==> config.mk <==
export PLATFORM = sky130hd
export DESIGN_NAME = f_im_loader
export DESIGN_NICKNAME = d
export VERILOG_FILES = /design/src/rtl/f_im_loader.sv
export SDC_FILE = /design/constraint.sdc
export NUM_CORES = 1
export LEC_CHECK = 0
export CELL_PAD_IN_SITES_DETAIL_PLACEMENT = 1
export CELL_PAD_IN_SITES_GLOBAL_PLACEMENT = 1
export CORE_AREA = 2 2 192 100
export DETAILED_ROUTE_END_ITERATION = 12
export DIE_AREA = 0 0 194 102
export DONT_BUFFER_PORTS = 1
export PLACE_DENSITY_LB_ADDON = 0.1
export SLEW_MARGIN = 20
export SYNTH_ARGS = -nofsm -noshare
export SYNTH_HDL_FRONTEND = slang
export SYNTH_SLANG_ARGS = --single-unit
==> constraint.sdc <==
create_clock -name i_clk -period 3.98 [get_ports i_clk]
set_clock_uncertainty 0.2 [all_clocks]
set_input_delay 0.796 -clock i_clk [delete_from_list [all_inputs] [get_ports i_clk]]
set_output_delay 0.796 -clock i_clk [all_outputs]
set_load 0.005 [all_outputs]
==> src/rtl/f_im_loader.sv <==
// f_im_loader: writer side of the instruction memory.
// Consumes a byte stream (4-byte big-endian word count N, then N big-endian
// words) and issues one-cycle word-write strobes starting at word index 0.
//
// state  | meaning
// -------+-----------------------------------------------------------
// S_IDLE | after reset, waiting for i_start
// S_LEN  | assembling the 32-bit word count
// S_DATA | assembling instruction words, one write per 4 bytes
// S_DONE | all N words written (sticky until the next i_start)
// S_ERR  | bad length or idle timeout (sticky until the next i_start)
module f_im_loader #(
    parameter int unsigned IM_DEPTH = 4096,
    parameter int unsigned ADDR_W   = 12,
    parameter logic [31:0] PC_BASE  = 32'h0000_3000,
    parameter int unsigned TIMEOUT  = 1000000
) (
    input  logic              i_clk,
    input  logic              i_rst_n,
    input  logic              i_start,
    input  logic              i_byte_valid,
    input  logic [7:0]        i_byte,
    output logic              o_byte_ready,
    output logic              o_we,
    output logic [ADDR_W-1:0] o_waddr,
    output logic [31:0]       o_wdata,
    output logic [31:0]       o_wr_pc,
    output logic [ADDR_W:0]   o_words,
    output logic              o_busy,
    output logic              o_done,
    output logic              o_err
);

    typedef enum logic [2:0] {
        S_IDLE,
        S_LEN,
        S_DATA,
        S_DONE,
        S_ERR
    } state_t;

    state_t            r_state;
    state_t            w_next;

    logic [1:0]        r_bcnt;
    logic [31:0]       r_len;
    logic [23:0]       r_asm;
    logic [31:0]       r_timer;
    logic              r_we;
    logic [ADDR_W-1:0] r_waddr;
    logic [31:0]       r_wdata;
    logic [31:0]       r_wr_pc;
    logic [ADDR_W:0]   r_words;

    logic              w_accept;
    logic              w_last_byte;
    logic [31:0]       w_len_full;
    logic [31:0]       w_word;
    logic [ADDR_W:0]   w_words_inc;
    logic              w_load_done;
    logic              w_timeout;
    logic              w_enter_len;

    assign w_accept    = i_byte_valid && o_byte_ready;
    assign w_last_byte = (r_bcnt == 2'd3);
    assign w_len_full  = {r_len[23:0], i_byte};
    assign w_word      = {r_asm, i_byte};
    assign w_words_inc = r_words + (ADDR_W+1)'(1);
    assign w_load_done = (32'(w_words_inc) == r_len);
    // The timer holds the idle count before this edge; firing on count+1
    // gives exactly TIMEOUT idle edges before the abort.
    assign w_timeout   = (TIMEOUT != 0) && ((r_timer + 32'd1) == TIMEOUT);
    assign w_enter_len = (w_next == S_LEN) && (r_state != S_LEN);

    // State register.
    always_ff @(posedge i_clk) begin
        if (!i_rst_n) begin
            r_state <= S_IDLE;
        end else begin
            r_state <= w_next;
        end
    end

    // Next-state decode and state-derived status outputs.
    always_comb begin
        w_next       = r_state;
        o_byte_ready = 1'b0;
        o_busy       = 1'b0;
        o_done       = 1'b0;
        o_err        = 1'b0;
        case (r_state)
            S_IDLE: begin
                if (i_start) w_next = S_LEN;
            end
            S_LEN: begin
                o_byte_ready = 1'b1;
                o_busy       = 1'b1;
                if (w_accept) begin
                    if (w_last_byte) begin
                        if (w_len_full == 32'd0)          w_next = S_DONE;
                        else if (w_len_full > IM_DEPTH)   w_next = S_ERR;
                        else                              w_next = S_DATA;
                    end
                end else if (w_timeout) begin
                    w_next = S_ERR;
                end
            end
            S_DATA: begin
                o_byte_ready = 1'b1;
                o_busy       = 1'b1;
                if (w_accept) begin
                    if (w_last_byte && w_load_done) w_next = S_DONE;
                end else if (w_timeout) begin
                    w_next = S_ERR;
                end
            end
            S_DONE: begin
                o_done = 1'b1;
                if (i_start) w_next = S_LEN;
            end
            S_ERR: begin
                o_err = 1'b1;
                if (i_start) w_next = S_LEN;
            end
            default: w_next = S_IDLE;
        endcase
    end

    // Byte assembly, idle timer and the registered write port.
    always_ff @(posedge i_clk) begin
        if (!i_rst_n) begin
            r_bcnt  <= '0;
            r_len   <= '0;
            r_asm   <= '0;
            r_timer <= '0;
            r_we    <= 1'b0;
            r_waddr <= '0;
            r_wdata <= '0;
            r_wr_pc <= '0;
            r_words <= '0;
        end else begin
            r_we <= 1'b0;
            if (w_enter_len) begin
                r_bcnt  <= '0;
                r_len   <= '0;
                r_asm   <= '0;
                r_timer <= '0;
                r_words <= '0;
            end else if (r_state == S_LEN || r_state == S_DATA) begin
                if (w_accept) begin
                    r_timer <= '0;
                    r_bcnt  <= r_bcnt + 2'd1;
                    if (r_state == S_LEN) begin
                        r_len <= w_len_full;
                    end else begin
                        r_asm <= w_word[23:0];
                        if (w_last_byte) begin
                            r_we    <= 1'b1;
                            r_wdata <= w_word;
                            r_waddr <= r_words[ADDR_W-1:0];
                            r_wr_pc <= PC_BASE + (32'(r_words[ADDR_W-1:0]) << 2);
                            r_words <= w_words_inc;
                        end
                    end
                end else begin
                    r_timer <= r_timer + 32'd1;
                end
            end
        end
    end

    assign o_we    = r_we;
    assign o_waddr = r_waddr;
    assign o_wdata = r_wdata;
    assign o_wr_pc = r_wr_pc;
    assign o_words = r_words;

endmodule

# After elaboration in Yosys (flattened, before gate mapping)
# Index checks and enable logic that the tools add are counted.
# classes
addsub	4
multipliers	0
div	0
n_lt_le_gt_ge	1
eq_ne	9
n_shift	0
n_mux	14
n_bitwise	5
n_reduce_logical	15
# op_table
operator	n
32-bit by 1-bit adder with 32-bit output (second input constant)	1
13-bit by 32-bit equality test with 1-bit output	1
32-bit by 20-bit equality test with 1-bit output (second input constant)	1
32-bit by 13-bit > comparator with 1-bit output (second input constant)	1
32-bit zero test	1
32-bit 2-to-1 mux	1
3-bit 2-to-1 mux	8
14-bit by 14-bit adder with 15-bit output (first input constant)	1
13-bit by 1-bit adder with 13-bit output (second input constant)	1
3-bit one-hot mux with 3 select lines	1
3-bit by 1-bit equality test with 1-bit output (second input constant)	2
3-bit by 2-bit equality test with 1-bit output (second input constant)	2
3-bit AND reduction	2
1-bit inverter	5
5-bit AND reduction	1
5-bit OR reduction	1
1-bit 2-to-1 mux	4
4-bit AND reduction	1
2-bit OR reduction	2
3-bit equality test (second input constant)	1
1-bit logical AND	3
3-bit zero test	1
3-bit by 1-bit != test with 1-bit output (second input constant)	1
3-bit OR reduction	1
4 further kinds	4
# word_totals
regBits	183
latch_bits	0
ram_bits	0
rom_bits	0
output_inout_bits	94
word_cells	58
memories	0

# Longest topological paths before layout
# Gate-level depths: netlist (run 1).
# logic_depth
word_depth	10
mapped_depth	13
depth_no_buf	9

# Worst setup path before layout (run 1)
# Ideal clock, no wire load.
# synth_path
path_type	flip-flop to flip-flop
from	register r_words[0], in the netlist o_words[0]
to	register r_words[0], in the netlist o_words[0]
arrival_ns	3.338
slack_ns	0.284
stages_incl_launch_ff	13
n_path_buf	3
cell_sequence	dfxtp_1 -> ha_1 -> and4_1 -> clkbuf_1 -> nand4_1 -> xnor2_1 -> or4_1 -> a2111oi_0 -> nor2_1 -> o211ai_1 -> buf_2 -> clkbuf_1 -> a311oi_2
# synth_between
elab_chain_len	9
# synth_rtl
item	line	source
from (decl)	53	logic [ADDR_W:0] r_words;
from (signal assigned)	162	r_words <= w_words_inc;
13-bit by 1-bit adder with 13-bit output (*)	68	assign w_words_inc = r_words + (ADDR_W+1)'(1);
13-bit by 32-bit equality test with 1-bit output	69	assign w_load_done = (32'(w_words_inc) == r_len);
1-bit logical AND	112	if (w_last_byte && w_load_done) w_next = S_DONE;
3-bit 2-to-1 mux	112	
3-bit 2-to-1 mux	111	if (w_accept) begin
3-bit one-hot mux with 3 select lines	91	case (r_state)
3-bit by 1-bit equality test with 1-bit output	73	assign w_enter_len = (w_next == S_LEN) && (r_state != S_LEN);
1-bit logical AND	73	
2-bit OR reduction (no source line)	--	
# Every way passes the cells marked *; elsewhere a longest branch is shown, timed or not.
# A chain may end at the register's enable or synchronous reset.

# Final worst setup path (run 1)
# layout_path
from	register r_timer[0]
to	register r_words[5], in the netlist o_words[5]
# layout_between
elab_chain_len	8
# layout_rtl
item	line	source
from (decl)	48	logic [31:0] r_timer;
from (signal assigned)	166	r_timer <= r_timer + 32'd1;
32-bit by 1-bit adder with 32-bit output (*)	72	assign w_timeout = (TIMEOUT != 0) && ((r_timer + 32'd1) == TIMEOUT);
32-bit by 20-bit equality test with 1-bit output (*)	72	
3-bit 2-to-1 mux (*)	104, 113	
3-bit 2-to-1 mux (on tied branches)	111, 98	
3-bit one-hot mux with 3 select lines (*)	91	
3-bit by 1-bit equality test with 1-bit output (*)	73	
1-bit logical AND (*)	73	
2-bit OR reduction (no source line) (*)	--	
# Marked as above.

==> impl_metrics.yaml, run 1 <==
flow_run:
  maxCapViolCount: 0
place:
  dpl_cell_area_mm2: 0.00885
  dp_cells: 1184
  io_buffers: 0
  dpl.hpwl_um: 21200
  place_congestion: 0.957
logic_synthesis:
  syn_area_mm2: 0.00849
  seq_area_frac_synth_pct: 36.3
  synth_seq_cells: 154
  async_flop_share_pct: 0
  synthFlopType: "dfxtp_1"
  ys_types: 60
  ys_warn_count: 0
  synth_top_cell_by_area: "dfxtp_1"
  synth_top_area_share_pct: 36.3
  synthCells: 985
  synth_area_leaders: "dfxtp_1 (36%), mux2i_1 (7.3%), a311oi_2 (7.1%), nand2_1 (6.6%), a311oi_1 (4.1%)"
  syn_area_per_cell_um2: 8.62
  synth_edf_count: 0
  synth_common_cells: "dfxtp_1 (154), nand2_1 (149), a21oi_1 (62), mux2i_1 (62), clkbuf_1 (61)"
  synth_most_common_cell: "dfxtp_1"
floorplan:
  rows: 35
  die_height_um: 102
  io_pins: 106
  start_util_pct: 47.1
  fp.dieW_um: 194
  fp.dieArea_mm2: 0.0198
  core-area_mm2: 0.0180
worst_setup_path:
  path_common_cell: "buf_4"
  cpPeakStageDelay_ns: 0.57
  required_ns: 4.05
  worst_path_max_delay_cell: "or4_4"
  path_max_fanout: 24
  crit_type: "reg2reg"
  crit_arrival_ns: 3.98
  path_cells: "ha_2 -> buf_4 -> and3_1 -> nand2_1 -> nor3_4 -> xor2_1 -> or4_1 -> or4_4 -> a211oi_4 -> buf_4 -> buf_12 -> a311oi_2"
  end_kind: "flop"
  critPathBufInv: 3
  crit_family: "simple AND/OR/NAND/NOR gates"
  cp-start-kind: "flop"
power_and_ir_drop:
  internal_power_mw: 2.84
  seq_power_share_pct: 36.3
  combPwrFrac_pct: 28.4
  power.share.switching_pct: 35.6
  vdd_drop_max_v: 0.000370
  powerDensity_mw_per_mm2: 463
  p_leak_nw: 3.00
  p_sw_mw: 1.57
  p_clk_share_pct: 35.3
cells_and_area:
  ff_latch_area_mm2: 0.00309
  n_antenna_cell: 0
  layout-drive-gt1-share_pct: 18.5
  fin_nets: 980
  layout.cells.non_filler: 1216
  syn_to_final_growth_pct: 12.0
  fillers: 2066
  multiInputGateArea_mm2: 0.00486
  post-route-cell-area_mm2: 0.00951
routing:
  postRouteAntennaNets: 0
  wl_per_cell_um: 24.1
  routed_wl_um: 29300
  vias: 7730
  drtPass1Iterations: 4
  drt_iter0_markers: 551
  routed_via_density: 6.36
  drcViolationCount: 0
clock_network:
  cts_buffers: 17
  root_buffer: "clkbuf_16"
  post_cts_resized: 3
  postCtsHoldBufs: 0
  postCtsSetupBuffers: 0
  cts.clk_slew.worst_paths_ns: 0.07
  cts_tree: "yes"
  clock_path_buffers: 2
  cts.sinks: 154
  worstSkewPairLatency_ns: 0.43
  htreeDepth: 4
timing:
  slew_headroom_pct: 32.8
  drv_slew: 0
  setup_tns_ns: 0
  fin_crit_ns: 3.91
  fin_crit_sh_pct: 98.1
  hold_viol_final: 0
  setup-violations-final: 0
  clock.fmax_mhz: 256
  whs_ns: 0.272
  tightestPinTransition_ns: 1.01
grt:
  grt_overflow_total: 0
  track_usage_pct: 29.2
  grt_max_degree: 66
  grt_pass1_wl_um: 44800
  grt_pass1_vias: 7553
  antenna_found_initial: 0
hold_path:
  hold_path.class: "reg2reg"
outcome:
  status: "finished, final reports clean"
==> routing by layer <==
layer	global-route usage, %	share of wire (%)	vias to the layer above
li1	-	-	3550
met1	44.2	51	3875
met2	40.4	40	288
met3	8.65	8.8	17
met4	6.12	0.56	0
met5	0	0	-
==> worst paths after layout <==
path | startpoint | to | slack, ns | depth (start not counted)
setup / recovery | r_timer[0] | o_words[5] | 0.07 | 12
hold / removal | r_asm[7] | o_wdata[15] | 0.27 | 2
setup reg to reg | r_timer[0] | o_words[5] | 0.07 | 12
hold reg to reg | r_asm[7] | o_wdata[15] | 0.27 | 2
==> layout by cell type (no fill, tap or decap), types with 13 or more instances in the layout <==
| cell type | Yosys | routed |
|---|---|---|
| xor2_1 | 15 | 15 |
| mux2i_1 | 62 | 62 |
| a311oi_1 | 40 | 36 |
| dfxtp_1 | 154 | 147 |
| nor2_1 | 36 | 34 |
| a21oi_1 | 62 | 62 |
| nand2_1 | 149 | 149 |
| clkbuf_16 | 0 | 17 |
| buf_12 | 0 | 13 |
| nand4_1 | 16 | 16 |
| conb_1 | 1 | 19 |
| o21ai_0 | 52 | 52 |
| a311oi_2 | 40 | 44 |
| xnor2_1 | 21 | 21 |
| a31oi_1 | 32 | 32 |
| nand3_1 | 23 | 23 |
| buf_4 | 35 | 54 |
==> worst min-delay path, delay by kind of cell, from the launching register on <==
family,cells,cell delay (ns)
AO/OA/AOI/OAI,1,0.05
flip-flops,1,0.32
AND/OR/NAND/NOR,1,0.06
==> power groups by stage <==
stage / logic, mW / clock network [mW] / registers (mW)
after CTS: 1.22 / 1.56 / 1.60
final: 1.25 / 1.55 / 1.60
after detailed placement: 1.21 / 0 / 1.63
after floorplan: 0.776 / 0 / 1.62
after global routing: 1.32 / 1.63 / 1.60
after global placement: 1.18 / 0 / 1.63
==> sequential cells by signal (all words and copies together), names as in the netlist <==
name and flops:
o_waddr 12, o_wdata 32, o_we 1, o_words 13, o_wr_pc 3, r_asm 24
r_bcnt 2, r_len 32, r_state 3, r_timer 32
==> per-stage QoR <==
stage                     power [mW]  setup WS, ns  utilization [%]
after floorplan                 2.40         0.284                -
after global placement          2.81       -0.0269             49.0
after detailed placement        2.85       -0.0797             49.0
after CTS                       4.38        0.0135             52.2
after global routing            4.55      -0.00505             52.7
final                           4.41        0.0739             52.7
==> layout make-up <==
| cell class | instances | share of cell area (%) |
|---|---|---|
| clock buffer | 18 | 4.62 |
| clock inverter | 14 | 1.18 |
| inverter | 9 | 0.381 |
| multi-input combinational | 713 | 51.1 |
| sequential | 154 | 32.5 |
| tap | 240 | 3.16 |
| timing repair buffer | 68 | 7.11 |
==> cell families (layout without fill, tap and decap cells) <==
group	Yosys count	count (layout)	share of synthesized area [%]
simple gates	320	320	18.6
other cells	1	19	0.0441
xor+xnor	36	36	3.71
fa+ha+maj	5	5	0.736
compound gates	271	271	24.6
mux	62	62	7.31
buf+inv	136	109	8.72
flops	154	154	36.3
(Power assumes the default switching activity.)
==> inputs of run 2 (changes only) <==
PLACE_DENSITY = 0.86   (was unset)
PLACE_DENSITY_LB_ADDON = unset   (was 0.1)
==> run 2 against run 1 <==
Compared with the run above: the run now ends with negative setup slack left; maximum frequency shrank 2.3%; global-route usage grew 2.6 points; largest power group is now the clock network; cell count shrank 0.49%; total power grew 3.0%; utilization shrank 0.34 points.
==> impl_metrics.yaml, run 2 (same netlist as run 1, synthesis figures left out) <==
outcome:
  status: "finished with violations"
  violations: "negative setup slack"
worst_setup_path:
  crit_arrival_ns: 4.13
  cpPeakStageDelay_ns: 0.54
  cp-start-kind: "flop"
  worst_path_max_delay_cell: "or4_4"
  end_kind: "flop"
  r2r_start: "r_timer[17]"
  required_ns: 4.11
  path_max_fanout: 44
  r2r_setup_slack_ns: -0.02
  crit_type: "reg2reg"
  path_cells: "nand4_1 -> nor4_1 -> buf_4 -> a211oi_1 -> or3_1 -> or4_1 -> or4_4 -> a31o_4 -> buf_12 -> a311oi_2"
  critPathLaunch: "r_timer[17]"
timing:
  slew_headroom_pct: 31.6
  fin_crit_ns: 4.00
  tightestPinTransition_ns: 1.03
  setup_ws_ns: -0.0176
  setup_tns_ns: -0.0176
  rsz0062_at_grt: "yes"
  fin_crit_sh_pct: 100
  setup-violations-final: 1
  clock.fmax_mhz: 250
  drv_slew: 0
  hold_viol_final: 0
  whs_ns: 0.263
routing:
  vias: 8137
  met2_length_um: 13500
  routed-wl-met3_um: 3920
  routed_wl_um: 32400
  drt_iter0_markers: 907
  routed_via_density: 6.72
  wl_per_cell_um: 26.8
  drcViolationCount: 0
  routed.top_layer: "met5"
  postRouteAntennaNets: 0
  met1_length_um: 14300
  drtPass1Iterations: 5
grt:
  track_usage_pct: 31.9
  grt_pass1_vias: 8131
  grt_max_degree: 65
  grt_overflow_total: 0
  grt_pass1_wl_um: 48700
  antenna_found_initial: 1
clock_network:
  cts.clk_slew.worst_paths_ns: 0.07
  htreeDepth: 4
  cts.sinks: 154
  root_buffer: "clkbuf_16"
  cts_tree: "yes"
  worstSkewPairLatency_ns: 0.45
  clock_path_buffers: 2
  cts_buffers: 17
  postCtsHoldBufs: 0
cells_and_area:
  post-route-util_pct: 52.4
  layout_commonest_cell: "dfxtp_1"
  syn_to_final_growth_pct: 11.3
  fin_nets: 974
  n_antenna_cell: 0
  final_cell_mix: "dfxtp_1 (149), nand2_1 (148), a21oi_1 (62), mux2i_1 (61), o21ai_0 (52)"
  layout-drive-gt1-share_pct: 17.7
hold_path:
  hold_path.class: "in2reg"
  min_from: "i_rst_n"
floorplan:
  die_height_um: 102
  rows: 35
  core-area_mm2: 0.0180
  fp.dieW_um: 194
  fp.dieArea_mm2: 0.0198
  io_pins: 106
  start_util_pct: 47.1
power_and_ir_drop:
  p_leak_nw: 2.97
  powerDensity_mw_per_mm2: 480
  vdd_drop_max_v: 0.000408
place:
  dpl.hpwl_um: 20600
  io_buffers: 0
  dpl_worst_slack_ns: 0.0563
  place_congestion: 0.988
flow_run:
  maxCapViolCount: 0
-- run 2: cell type report --
cell class / count / area, um2
Timing Repair Buffer: 62 / 603
Clock buffer: 19 / 453
Tap cell: 240 / 300
Fill cell: 2082 / 8590
Inverter: 9 / 36.3
Sequential cell: 154 / 3090
Multi-Input combinational cell: 713 / 4830
Clock inverter: 13 / 144
-- run 2: final timing paths --
path | to | cells after the start
worst min-delay path | r_timer[27] | 2
worst max-delay path | r_len[15] | 10
worst max register to register | r_len[15] | 10
worst min register to register | o_wdata[17] | 2
-- run 2: power by group --
| group | switching (mW) | internal, mW |
|---|---|---|
| Combinational | 0.863 | 0.371 |
| Sequential | 0.0386 | 1.56 |
| Clock | 0.740 | 0.962 |
-- run 2: timing repair --
item                                    in CTS  in global routing
buffers inserted                             0                  1
resized for setup                            2                 23
cloned                                       0                  1
endpoints found under the setup margin       6                104
pin swaps                                    0                  1
-- run 2: per-stage QoR --
step / instance area, um2 / instances / power, mW
5_1_grt: 9450 / 1210 / 4.64
3_3_place_gp: 8750 / 1176 / 2.72
2_1_floorplan: 8560 / 1003 / 2.40
6_report: 9450 / 1210 / 4.54
3_5_place_dp: 8750 / 1176 / 2.76
4_1_cts: 9360 / 1208 / 4.44
-- run 2: worst max-delay path, delay by kind of cell (launching register included) --
kind | cells | cell delay, ns
AO/OA/AOI/OAI | 3 | 0.76
buffers and inverters | 2 | 0.40
flip-flops | 1 | 0.46
AND/OR/NAND/NOR | 5 | 2.04
-- run 2: layer usage --
layer | vias up | track usage (%)
met3 | 62 | 12.6
li1 | 3528 | -
met4 | 2 | 10.5
met1 | 4063 | 43.7
met2 | 482 | 45.5
met5 | - | 1.62
==> inputs of run 3 (changes only) <==
CAP_MARGIN = 20   (was unset)
CTS_CLUSTER_SIZE = 24   (was unset)
==> results of run 3 <==
Final layout, timing and power as in run 2 (identical DEF).
